$ cat src/rtl/pipeline_hazard_ctrl_pkg.sv
// Shared types and constants for the in-order issue hazard controller.
// Holds the FSM state encoding, instruction-class bit positions and register-file size.
package pipeline_hazard_ctrl_pkg;

    localparam int NUM_REGS  = 8;
    localparam int REG_IDX_W = $clog2(NUM_REGS);
    localparam int INST_W    = 6;
    localparam int CNT_W     = 2;

    localparam int IT_LDR  = 0;
    localparam int IT_STR  = 1;
    localparam int IT_BL   = 2;
    localparam int IT_BX   = 3;
    localparam int IT_BLX  = 4;
    localparam int IT_RSVD = 5;

    typedef enum logic [1:0] {
        ST_IDLE    = 2'd0,
        ST_RUN     = 2'd1,
        ST_BR_WAIT = 2'd2
    } state_t;

    typedef logic [REG_IDX_W-1:0] reg_idx_t;
    typedef logic [INST_W-1:0]    inst_t;

    function automatic logic is_mem_op(input inst_t it);
        return it[IT_LDR] | it[IT_STR];
    endfunction

    function automatic logic is_branch(input inst_t it);
        return it[IT_BL] | it[IT_BX] | it[IT_BLX];
    endfunction

endpackage

$ cat src/rtl/pipeline_hazard_ctrl_if.sv
// Decode-side bundle of the hazard controller: instruction fields in, issue/stall/flush status out.
// The decode stage uses the master modport, the controller the slave modport.
interface pipeline_hazard_ctrl_if;
    import pipeline_hazard_ctrl_pkg::*;

    logic                dec_valid;
    logic [2:0]          used_RmRnRd;
    reg_idx_t            num_Rm;
    reg_idx_t            num_Rn;
    reg_idx_t            num_Rd;
    logic                write;
    reg_idx_t            writenum;
    inst_t               inst_type;
    logic                mem_done;
    logic                br_resolve;

    logic                issue;
    logic                dec_ready;
    logic                flush;
    logic [NUM_REGS-1:0] busy_mask;
    logic                mem_busy;

    modport master (
        output dec_valid, used_RmRnRd, num_Rm, num_Rn, num_Rd,
        output write, writenum, inst_type, mem_done, br_resolve,
        input  issue, dec_ready, flush, busy_mask, mem_busy
    );

    modport slave (
        input  dec_valid, used_RmRnRd, num_Rm, num_Rn, num_Rd,
        input  write, writenum, inst_type, mem_done, br_resolve,
        output issue, dec_ready, flush, busy_mask, mem_busy
    );

endinterface

$ cat src/rtl/pipeline_hazard_ctrl_hazard_scoreboard.sv
// Per-register pending-write tracker: countdown for ALU results, flag for loads awaiting memory.
// busy_mask is purely registered state (no same-cycle bypass); no backpressure of its own.
module hazard_scoreboard
    import pipeline_hazard_ctrl_pkg::*;
#(
    parameter int WB_DEPTH = 3
) (
    input  logic                clk,
    input  logic                rst_n,
    input  logic                i_wr_issue,
    input  logic                i_ld_issue,
    input  reg_idx_t            i_writenum,
    input  logic                i_mem_done,
    output logic [NUM_REGS-1:0] o_busy_mask
);

    localparam logic [CNT_W-1:0] RELOAD = CNT_W'(WB_DEPTH);

    logic [NUM_REGS-1:0][CNT_W-1:0] r_cnt;
    logic [NUM_REGS-1:0]            r_lp;
    logic [NUM_REGS-1:0]            w_sel;

    assign w_sel = NUM_REGS'(1) << i_writenum;

    // A new issue to a register wins over everything else, so the youngest writer always owns it.
    always_ff @(posedge clk or negedge rst_n) begin
        if (!rst_n) begin
            r_cnt <= '0;
            r_lp  <= '0;
        end else begin
            for (int r = 0; r < NUM_REGS; r++) begin
                if (w_sel[r] && i_wr_issue) begin
                    r_cnt[r] <= RELOAD;
                    r_lp[r]  <= 1'b0;
                end else if (w_sel[r] && i_ld_issue) begin
                    r_cnt[r] <= '0;
                    r_lp[r]  <= 1'b1;
                end else if (i_mem_done && r_lp[r]) begin
                    r_cnt[r] <= CNT_W'(1);
                    r_lp[r]  <= 1'b0;
                end else if (r_cnt[r] != '0) begin
                    r_cnt[r] <= r_cnt[r] - CNT_W'(1);
                end
            end
        end
    end

    always_comb begin
        o_busy_mask = '0;
        for (int r = 0; r < NUM_REGS; r++) begin
            o_busy_mask[r] = r_lp[r] | (r_cnt[r] != '0);
        end
    end

endmodule

$ cat src/rtl/pipeline_hazard_ctrl.sv
// Decode-stage issue control: RAW/structural stalls, memory-busy tracking, branch wait and flush.
// issue/dec_ready are combinational from registered state; flush lags br_resolve by one cycle.
module pipeline_hazard_ctrl
    import pipeline_hazard_ctrl_pkg::*;
#(
    parameter int WB_DEPTH = 3
) (
    input  logic                  clk,
    input  logic                  rst_n,
    pipeline_hazard_ctrl_if.slave bus
);

    state_t              r_state;
    state_t              w_state_nxt;
    logic                r_flush;
    logic                w_flush_nxt;
    logic                r_mem_busy;
    logic [NUM_REGS-1:0] w_busy_mask;

    logic w_src_hazard;
    logic w_struct_hazard;
    logic w_issue;
    logic w_is_nop;
    logic w_wr_issue;
    logic w_ld_issue;
    logic w_mem_issue;
    logic w_br_issue;

    assign w_src_hazard = (bus.used_RmRnRd[2] & w_busy_mask[bus.num_Rm])
                        | (bus.used_RmRnRd[1] & w_busy_mask[bus.num_Rn])
                        | (bus.used_RmRnRd[0] & w_busy_mask[bus.num_Rd]);

    assign w_struct_hazard = is_mem_op(bus.inst_type) & r_mem_busy;

    assign w_issue = bus.dec_valid & (r_state == ST_RUN) & ~w_src_hazard & ~w_struct_hazard;

    // The reserved class retires like a NOP: it issues but touches no tracking state.
    assign w_is_nop    = bus.inst_type[IT_RSVD];
    assign w_wr_issue  = w_issue & ~w_is_nop & bus.write & ~bus.inst_type[IT_LDR];
    assign w_ld_issue  = w_issue & ~w_is_nop & bus.inst_type[IT_LDR];
    assign w_mem_issue = w_issue & ~w_is_nop & is_mem_op(bus.inst_type);
    assign w_br_issue  = w_issue & ~w_is_nop & is_branch(bus.inst_type);

    hazard_scoreboard #(
        .WB_DEPTH    (WB_DEPTH)
    ) u_scoreboard (
        .clk         (clk),
        .rst_n       (rst_n),
        .i_wr_issue  (w_wr_issue),
        .i_ld_issue  (w_ld_issue),
        .i_writenum  (bus.writenum),
        .i_mem_done  (bus.mem_done),
        .o_busy_mask (w_busy_mask)
    );

    // A new memory issue outranks a completion in the same cycle.
    always_ff @(posedge clk or negedge rst_n) begin
        if (!rst_n) begin
            r_mem_busy <= 1'b0;
        end else if (w_mem_issue) begin
            r_mem_busy <= 1'b1;
        end else if (bus.mem_done) begin
            r_mem_busy <= 1'b0;
        end
    end

    always_ff @(posedge clk or negedge rst_n) begin
        if (!rst_n) begin
            r_state <= ST_IDLE;
            r_flush <= 1'b0;
        end else begin
            r_state <= w_state_nxt;
            r_flush <= w_flush_nxt;
        end
    end

    always_comb begin
        w_state_nxt = r_state;
        w_flush_nxt = 1'b0;
        case (r_state)
            ST_IDLE: begin
                w_state_nxt = ST_RUN;
            end
            ST_RUN: begin
                if (w_br_issue) begin
                    w_state_nxt = ST_BR_WAIT;
                end
            end
            ST_BR_WAIT: begin
                if (bus.br_resolve) begin
                    w_state_nxt = ST_RUN;
                    w_flush_nxt = 1'b1;
                end
            end
            default: begin
                w_state_nxt = ST_IDLE;
            end
        endcase
    end

    assign bus.issue     = w_issue;
    assign bus.dec_ready = (r_state == ST_RUN) & (w_issue | ~bus.dec_valid);
    assign bus.flush     = r_flush;
    assign bus.busy_mask = w_busy_mask;
    assign bus.mem_busy  = r_mem_busy;

endmodule
$ cat src/flat_wrapper.sv
// flat-port wrapper written by rule: the top's interface ports become plain ports
module pipeline_hazard_ctrl_flat import pipeline_hazard_ctrl_pkg::*;
#(
    parameter int WB_DEPTH = 3
)
  (clk, rst_n, bus_dec_valid, bus_used_RmRnRd, bus_num_Rm, bus_num_Rn, bus_num_Rd, bus_write, bus_writenum, bus_inst_type, bus_mem_done, bus_br_resolve, bus_issue, bus_dec_ready, bus_flush, bus_busy_mask, bus_mem_busy);
  pipeline_hazard_ctrl_if bus_i ();
  input  logic clk;
  input  logic rst_n;
  input wire logic [$bits(bus_i.dec_valid)-1:0] bus_dec_valid;
  input wire logic [$bits(bus_i.used_RmRnRd)-1:0] bus_used_RmRnRd;
  input wire logic [$bits(bus_i.num_Rm)-1:0] bus_num_Rm;
  input wire logic [$bits(bus_i.num_Rn)-1:0] bus_num_Rn;
  input wire logic [$bits(bus_i.num_Rd)-1:0] bus_num_Rd;
  input wire logic [$bits(bus_i.write)-1:0] bus_write;
  input wire logic [$bits(bus_i.writenum)-1:0] bus_writenum;
  input wire logic [$bits(bus_i.inst_type)-1:0] bus_inst_type;
  input wire logic [$bits(bus_i.mem_done)-1:0] bus_mem_done;
  input wire logic [$bits(bus_i.br_resolve)-1:0] bus_br_resolve;
  output wire logic [$bits(bus_i.issue)-1:0] bus_issue;
  output wire logic [$bits(bus_i.dec_ready)-1:0] bus_dec_ready;
  output wire logic [$bits(bus_i.flush)-1:0] bus_flush;
  output wire logic [$bits(bus_i.busy_mask)-1:0] bus_busy_mask;
  output wire logic [$bits(bus_i.mem_busy)-1:0] bus_mem_busy;
  assign bus_i.dec_valid = bus_dec_valid;
  assign bus_i.used_RmRnRd = bus_used_RmRnRd;
  assign bus_i.num_Rm = bus_num_Rm;
  assign bus_i.num_Rn = bus_num_Rn;
  assign bus_i.num_Rd = bus_num_Rd;
  assign bus_i.write = bus_write;
  assign bus_i.writenum = bus_writenum;
  assign bus_i.inst_type = bus_inst_type;
  assign bus_i.mem_done = bus_mem_done;
  assign bus_i.br_resolve = bus_br_resolve;
  assign bus_issue = bus_i.issue;
  assign bus_dec_ready = bus_i.dec_ready;
  assign bus_flush = bus_i.flush;
  assign bus_busy_mask = bus_i.busy_mask;
  assign bus_mem_busy = bus_i.mem_busy;
  pipeline_hazard_ctrl #(.WB_DEPTH(WB_DEPTH)) u_core (.clk(clk), .rst_n(rst_n), .bus(bus_i));
endmodule
$ cat config.mk
export PLATFORM = sky130hd
export DESIGN_NAME = pipeline_hazard_ctrl_flat
export DESIGN_NICKNAME = d
export VERILOG_FILES = /design/src/rtl/pipeline_hazard_ctrl_pkg.sv /design/src/rtl/pipeline_hazard_ctrl_if.sv /design/src/rtl/pipeline_hazard_ctrl_hazard_scoreboard.sv /design/src/rtl/pipeline_hazard_ctrl.sv /design/src/flat_wrapper.sv
export SDC_FILE = /design/constraint.sdc
export NUM_CORES = 1
export LEC_CHECK = 0
export BUFFER_PORTS_ARGS = -buffer_cell sky130_fd_sc_hd__buf_2
export CELL_PAD_IN_SITES_DETAIL_PLACEMENT = 1
export CELL_PAD_IN_SITES_GLOBAL_PLACEMENT = 1
export CORE_MARGIN = 5
export CORE_UTILIZATION = 35
export CTS_CLUSTER_DIAMETER = 200
export DETAILED_ROUTE_END_ITERATION = 10
export GPL_TIMING_DRIVEN = 0
export PLACE_DENSITY = 0.79
export RECOVER_POWER = 100
export SYNTH_ARGS = -nofsm -noshare
export SYNTH_HDL_FRONTEND = slang
export SYNTH_HIERARCHICAL = 1
export SYNTH_SLANG_ARGS = --single-unit
export TNS_END_PERCENT = 10
$ cat constraint.sdc
create_clock -name clk -period 3.55 [get_ports clk]
set_clock_uncertainty 0.15 [all_clocks]
set_input_delay 0 -clock clk [delete_from_list [all_inputs] [get_ports clk]]
set_output_delay 0 -clock clk [all_outputs]
set_load 0.01 [all_outputs]
==> PnR_summary.wiki <==
{| class="wikitable"
! Metric !! Value
|-
| Slack of the worst reg-to-reg path || 0.40 ns
|-
| Average vias per placed instance || 5.10
|-
| Static leakage || 1.01 nW
|-
| Worst-path maximum fanout || 7
|-
| Hold Vio Cnt, Final || 0
|-
| Clock transition at the registers of the reported paths || 0.10 ns
|-
| Max transition margin || -0.322%
|-
| Floorplan die width || 84.2 um
|-
| CTS tree || done
|-
| Maximum clock path buffer count || 2
|-
| Routed wire per std cell || 15.0 um
|-
| Non-filler instance count after layout || 324
|-
| Number of library cell types mapped by synthesis || 42
|-
| Primary FF master, synth || sky130_fd_sc_hd__dfrtp_1
|-
| Clock group share of total power || 15.5%
|-
| Fraction of the yosys area taken by sequential cells || 36.3%
|-
| Startpoint type of the worst setup path || flop
|-
| Standard cell core area || 5440 um2
|-
| Library cell with the largest summed area after synthesis || sky130_fd_sc_hd__dfrtp_1
|-
| Transition time at the pin with the least slew margin || 1.50 ns
|-
| Final setup violation count || 0
|-
| Most common cell after layout, fill and taps aside || sky130_fd_sc_hd__dfrtp_1
|-
| Worst Path Arrival || 3.18 ns
|-
| Utilization after layout || 42.3%
|-
| Highest-count cells in the layout ignoring fill and taps || 28 x sky130_fd_sc_hd__dfrtp_1, 26 x sky130_fd_sc_hd__nor2_1, 24 x sky130_fd_sc_hd__buf_2
|-
| Number of rows created at floorplan || 27
|-
| Total I/O pin count || 39
|-
| Clock tree root buffer cell || sky130_fd_sc_hd__clkbuf_8
|-
| Antenna violations before repair || 0
|-
| Setup repair after global routing missed its margin || no
|-
| Worst endpoint required time || 3.57 ns
|-
| Placement Cell Area || 2200 um2
|-
| Via count of the first global-routing pass || 1785
|-
| Net count of the finished layout || 288
|-
| Number of synthesized register bits || 28
|-
| Syn_nets || 240
|-
| Antenna violation net count after detailed routing || 0
|-
| Port buffer count || 36
|-
| Number of antenna cells inserted || 0
|-
| Maximum clock rate || 317 MHz
|-
| Hold crit path type || in2reg
|-
| Global-route wire length before repair || 8.57 mm
|-
| Number of clock sinks || 28
|-
| Cell types occupying the most area after synthesis || sky130_fd_sc_hd__dfrtp_1 36%, sky130_fd_sc_hd__ha_1 5.2%, sky130_fd_sc_hd__nor2_1 5.1%, sky130_fd_sc_hd__nand2b_1 4.5%, sky130_fd_sc_hd__inv_1 3.9%
|-
| Part of the power in combinational logic || 54.3%
|-
| GPL Wtd Cong || 0.795
|-
| Critical Path End Type || flop
|-
| Overflow after GRT || 0
|-
| Clock Latency Late Sink || 0.27 ns
|-
| Post-Syn Area || 1930 um2
|-
| WHS || 0.0485 ns
|-
| Total Power Consumption || 1.62 mW
|-
| Starting Density || 35.4%
|-
| Proportion of synthesized flip-flops having asynchronous set or reset || 100%
|-
| Synthesized netlist cell count || 205
|-
| Buffer count from post-CTS setup fixing || 0
|-
| EDFF count, synth || 0
|-
| Inserted Clock Buffers || 3
|-
| Number of H-tree branching levels || 1
|-
| Max Slew Vio Count || 28
|-
| Final sum of negative setup slack || 0 ns
|-
| Gates resized, CTS repair || 0
|-
| Final worst-path setup slack || 0.397 ns
|-
| Worst setup timing slack at the placement stage || 0.493 ns
|-
| Total power density per cell area || 706 nW/um2
|-
| Internal portion of total power || 965 uW
|-
| Crit Path Category || reg2reg
|-
| Vertical extent of the die || 84.2 um
|-
| Relative contribution of sequential cells to total power || 30.2%
|-
| Maximum capacitance violations || 1
|-
| Count of placed standard cells including taps || 313
|-
| Net switching power || 660 uW
|-
| Result of the run || finished, violations left
|-
| Avg Cell Area, Syn || 9.41 um2
|-
| DR iter-0 viols || 46
|-
| Area share of the largest cell type after synthesis || 36.3%
|-
| Detailed Place HPWL || 3.88 mm
|-
| Synth warnings || 6
|-
| Pre-Repair DR Iteration Count || 4
|-
| Area growth from synthesis to layout || 19.4%
|-
| Die area || 7090 um2
|-
| Maximum vdd ir drop || 0.359 mV
|-
| DRC || 0
|-
| Clock period minus final worst setup slack || 3.15 ns
|-
| Failing checks || capacitance limit, slew limit
|-
| Switching share of power || 40.6%
|-
| Global router's overall resource usage || 14.5%
|-
| Sum of routed wire length over all layers || 4.86 mm
|-
| Routed vias || 1653
|-
| Post-route cell area || 2300 um2
|-
| Period utilisation layout || 88.8%
|-
| Largest net degree at the start of global routing || 29
|-
| Hold buffer count at cts || 7
|-
| Layout cells sized above 1 || 17.5%
|}
[final cells by class]
cell class	instances	area (um2)
buffer	3	30.0
clock buffer	3	41.3
clock inverter	1	30.0
fill	664	3140
inverter	20	75.1
multi-input combinational	154	1100
sequential	28	701
tap	72	90.1
timing repair buffer	43	235
[Yosys cell counts, types with 2 or more instances]
| library cell | count |
|---|---|
| sky130_fd_sc_hd__dfrtp_1 | 28 |
| sky130_fd_sc_hd__nor2_1 | 26 |
| sky130_fd_sc_hd__inv_1 | 20 |
| sky130_fd_sc_hd__nand2b_1 | 14 |
| sky130_fd_sc_hd__nor2b_1 | 10 |
| sky130_fd_sc_hd__a21oi_1 | 8 |
| sky130_fd_sc_hd__and2_1 | 8 |
| sky130_fd_sc_hd__ha_1 | 8 |
| sky130_fd_sc_hd__nand2_1 | 8 |
| sky130_fd_sc_hd__o21a_1 | 8 |
| sky130_fd_sc_hd__o21ai_0 | 8 |
| sky130_fd_sc_hd__o31ai_1 | 8 |
| sky130_fd_sc_hd__xnor2_1 | 8 |
| sky130_fd_sc_hd__nand3_1 | 5 |
| sky130_fd_sc_hd__mux2_1 | 3 |
| sky130_fd_sc_hd__mux4_2 | 3 |
| sky130_fd_sc_hd__buf_6 | 2 |
| sky130_fd_sc_hd__mux2_2 | 2 |
| sky130_fd_sc_hd__nand4_1 | 2 |
| sky130_fd_sc_hd__nor3_1 | 2 |
| sky130_fd_sc_hd__o211ai_1 | 2 |
| sky130_fd_sc_hd__o32ai_2 | 2 |
[worst paths after layout]
kind,end,cells past startpoint,start
worst min register to register,u_core/r_state[0]$_DFFE_PN0P_,1,u_core/r_state[1]$_DFFE_PN0P_
worst min-delay path,u_core/r_state[1]$_DFFE_PN0P_,4,bus_used_RmRnRd[0]
max in group asynchronous,u_core/u_scoreboard/r_cnt[10]$_DFFE_PN0P_,2,rst_n
worst max register to register,u_core/u_scoreboard/r_lp[3]$_DFFE_PN0P_,10,u_core/u_scoreboard/r_cnt[14]$_DFFE_PN0P_
min in group asynchronous,u_core/u_scoreboard/r_cnt[4]$_DFFE_PN0P_,2,rst_n
worst max-delay path,u_core/u_scoreboard/r_lp[3]$_DFFE_PN0P_,10,u_core/u_scoreboard/r_cnt[14]$_DFFE_PN0P_
[power by group through the flow]
| stage | registers (mW) | logic, mW | clock network [mW] |
|---|---|---|---|
| 2_1_floorplan | 0.486 | 0.659 | 0 |
| 3_5_place_dp | 0.498 | 0.904 | 0 |
| 5_1_grt | 0.506 | 1.01 | 0.273 |
| 6_report | 0.491 | 0.882 | 0.251 |
| 3_3_place_gp | 0.492 | 0.855 | 0 |
| 4_1_cts | 0.491 | 0.926 | 0.259 |
[critical path, stage by stage (launching register included)]
cell,delay [ns]
sky130_fd_sc_hd__dfrtp_1,0.41
sky130_fd_sc_hd__inv_1,0.06
sky130_fd_sc_hd__ha_1,0.22
sky130_fd_sc_hd__nand2b_1,0.19
sky130_fd_sc_hd__mux4_2,0.51
sky130_fd_sc_hd__o2bb2ai_1,0.27
sky130_fd_sc_hd__o22ai_4,0.16
sky130_fd_sc_hd__nor4_2,0.52
sky130_fd_sc_hd__and2b_1,0.28
sky130_fd_sc_hd__nand3_1,0.14
sky130_fd_sc_hd__o21a_1,0.13
[kinds of logic (layout without fill, tap and decap cells)]
| logic type | Yosys count | after routing | share of synthesized area [%] |
|---|---|---|---|
| AO/OA/AOI/OAI | 46 | 46 | 18.6 |
| XOR/XNOR | 8 | 8 | 3.63 |
| buffers and inverters | 23 | 70 | 5.45 |
| adder cells (fa/ha/maj) | 8 | 8 | 5.19 |
| flip-flops | 28 | 28 | 36.3 |
| multiplexers | 9 | 9 | 6.94 |
| AND/OR/NAND/NOR | 83 | 83 | 23.9 |
[layer usage]
layer / wire [um] / global-route usage (%)
met4: 20 / 1.32
met3: 255 / 3.83
met2: 2340 / 25.3
met5: 0 / 0
met1: 2240 / 18.6
[state kept, by name, summed over array words and instances, names as in the netlist]
register,cells
u_core/bus.flush,1
u_core/bus.mem_busy,1
u_core/r_state,2
u_core/u_scoreboard/r_cnt,16
u_core/u_scoreboard/r_lp,8
Note: power is estimated with default switching activity, not from simulation.
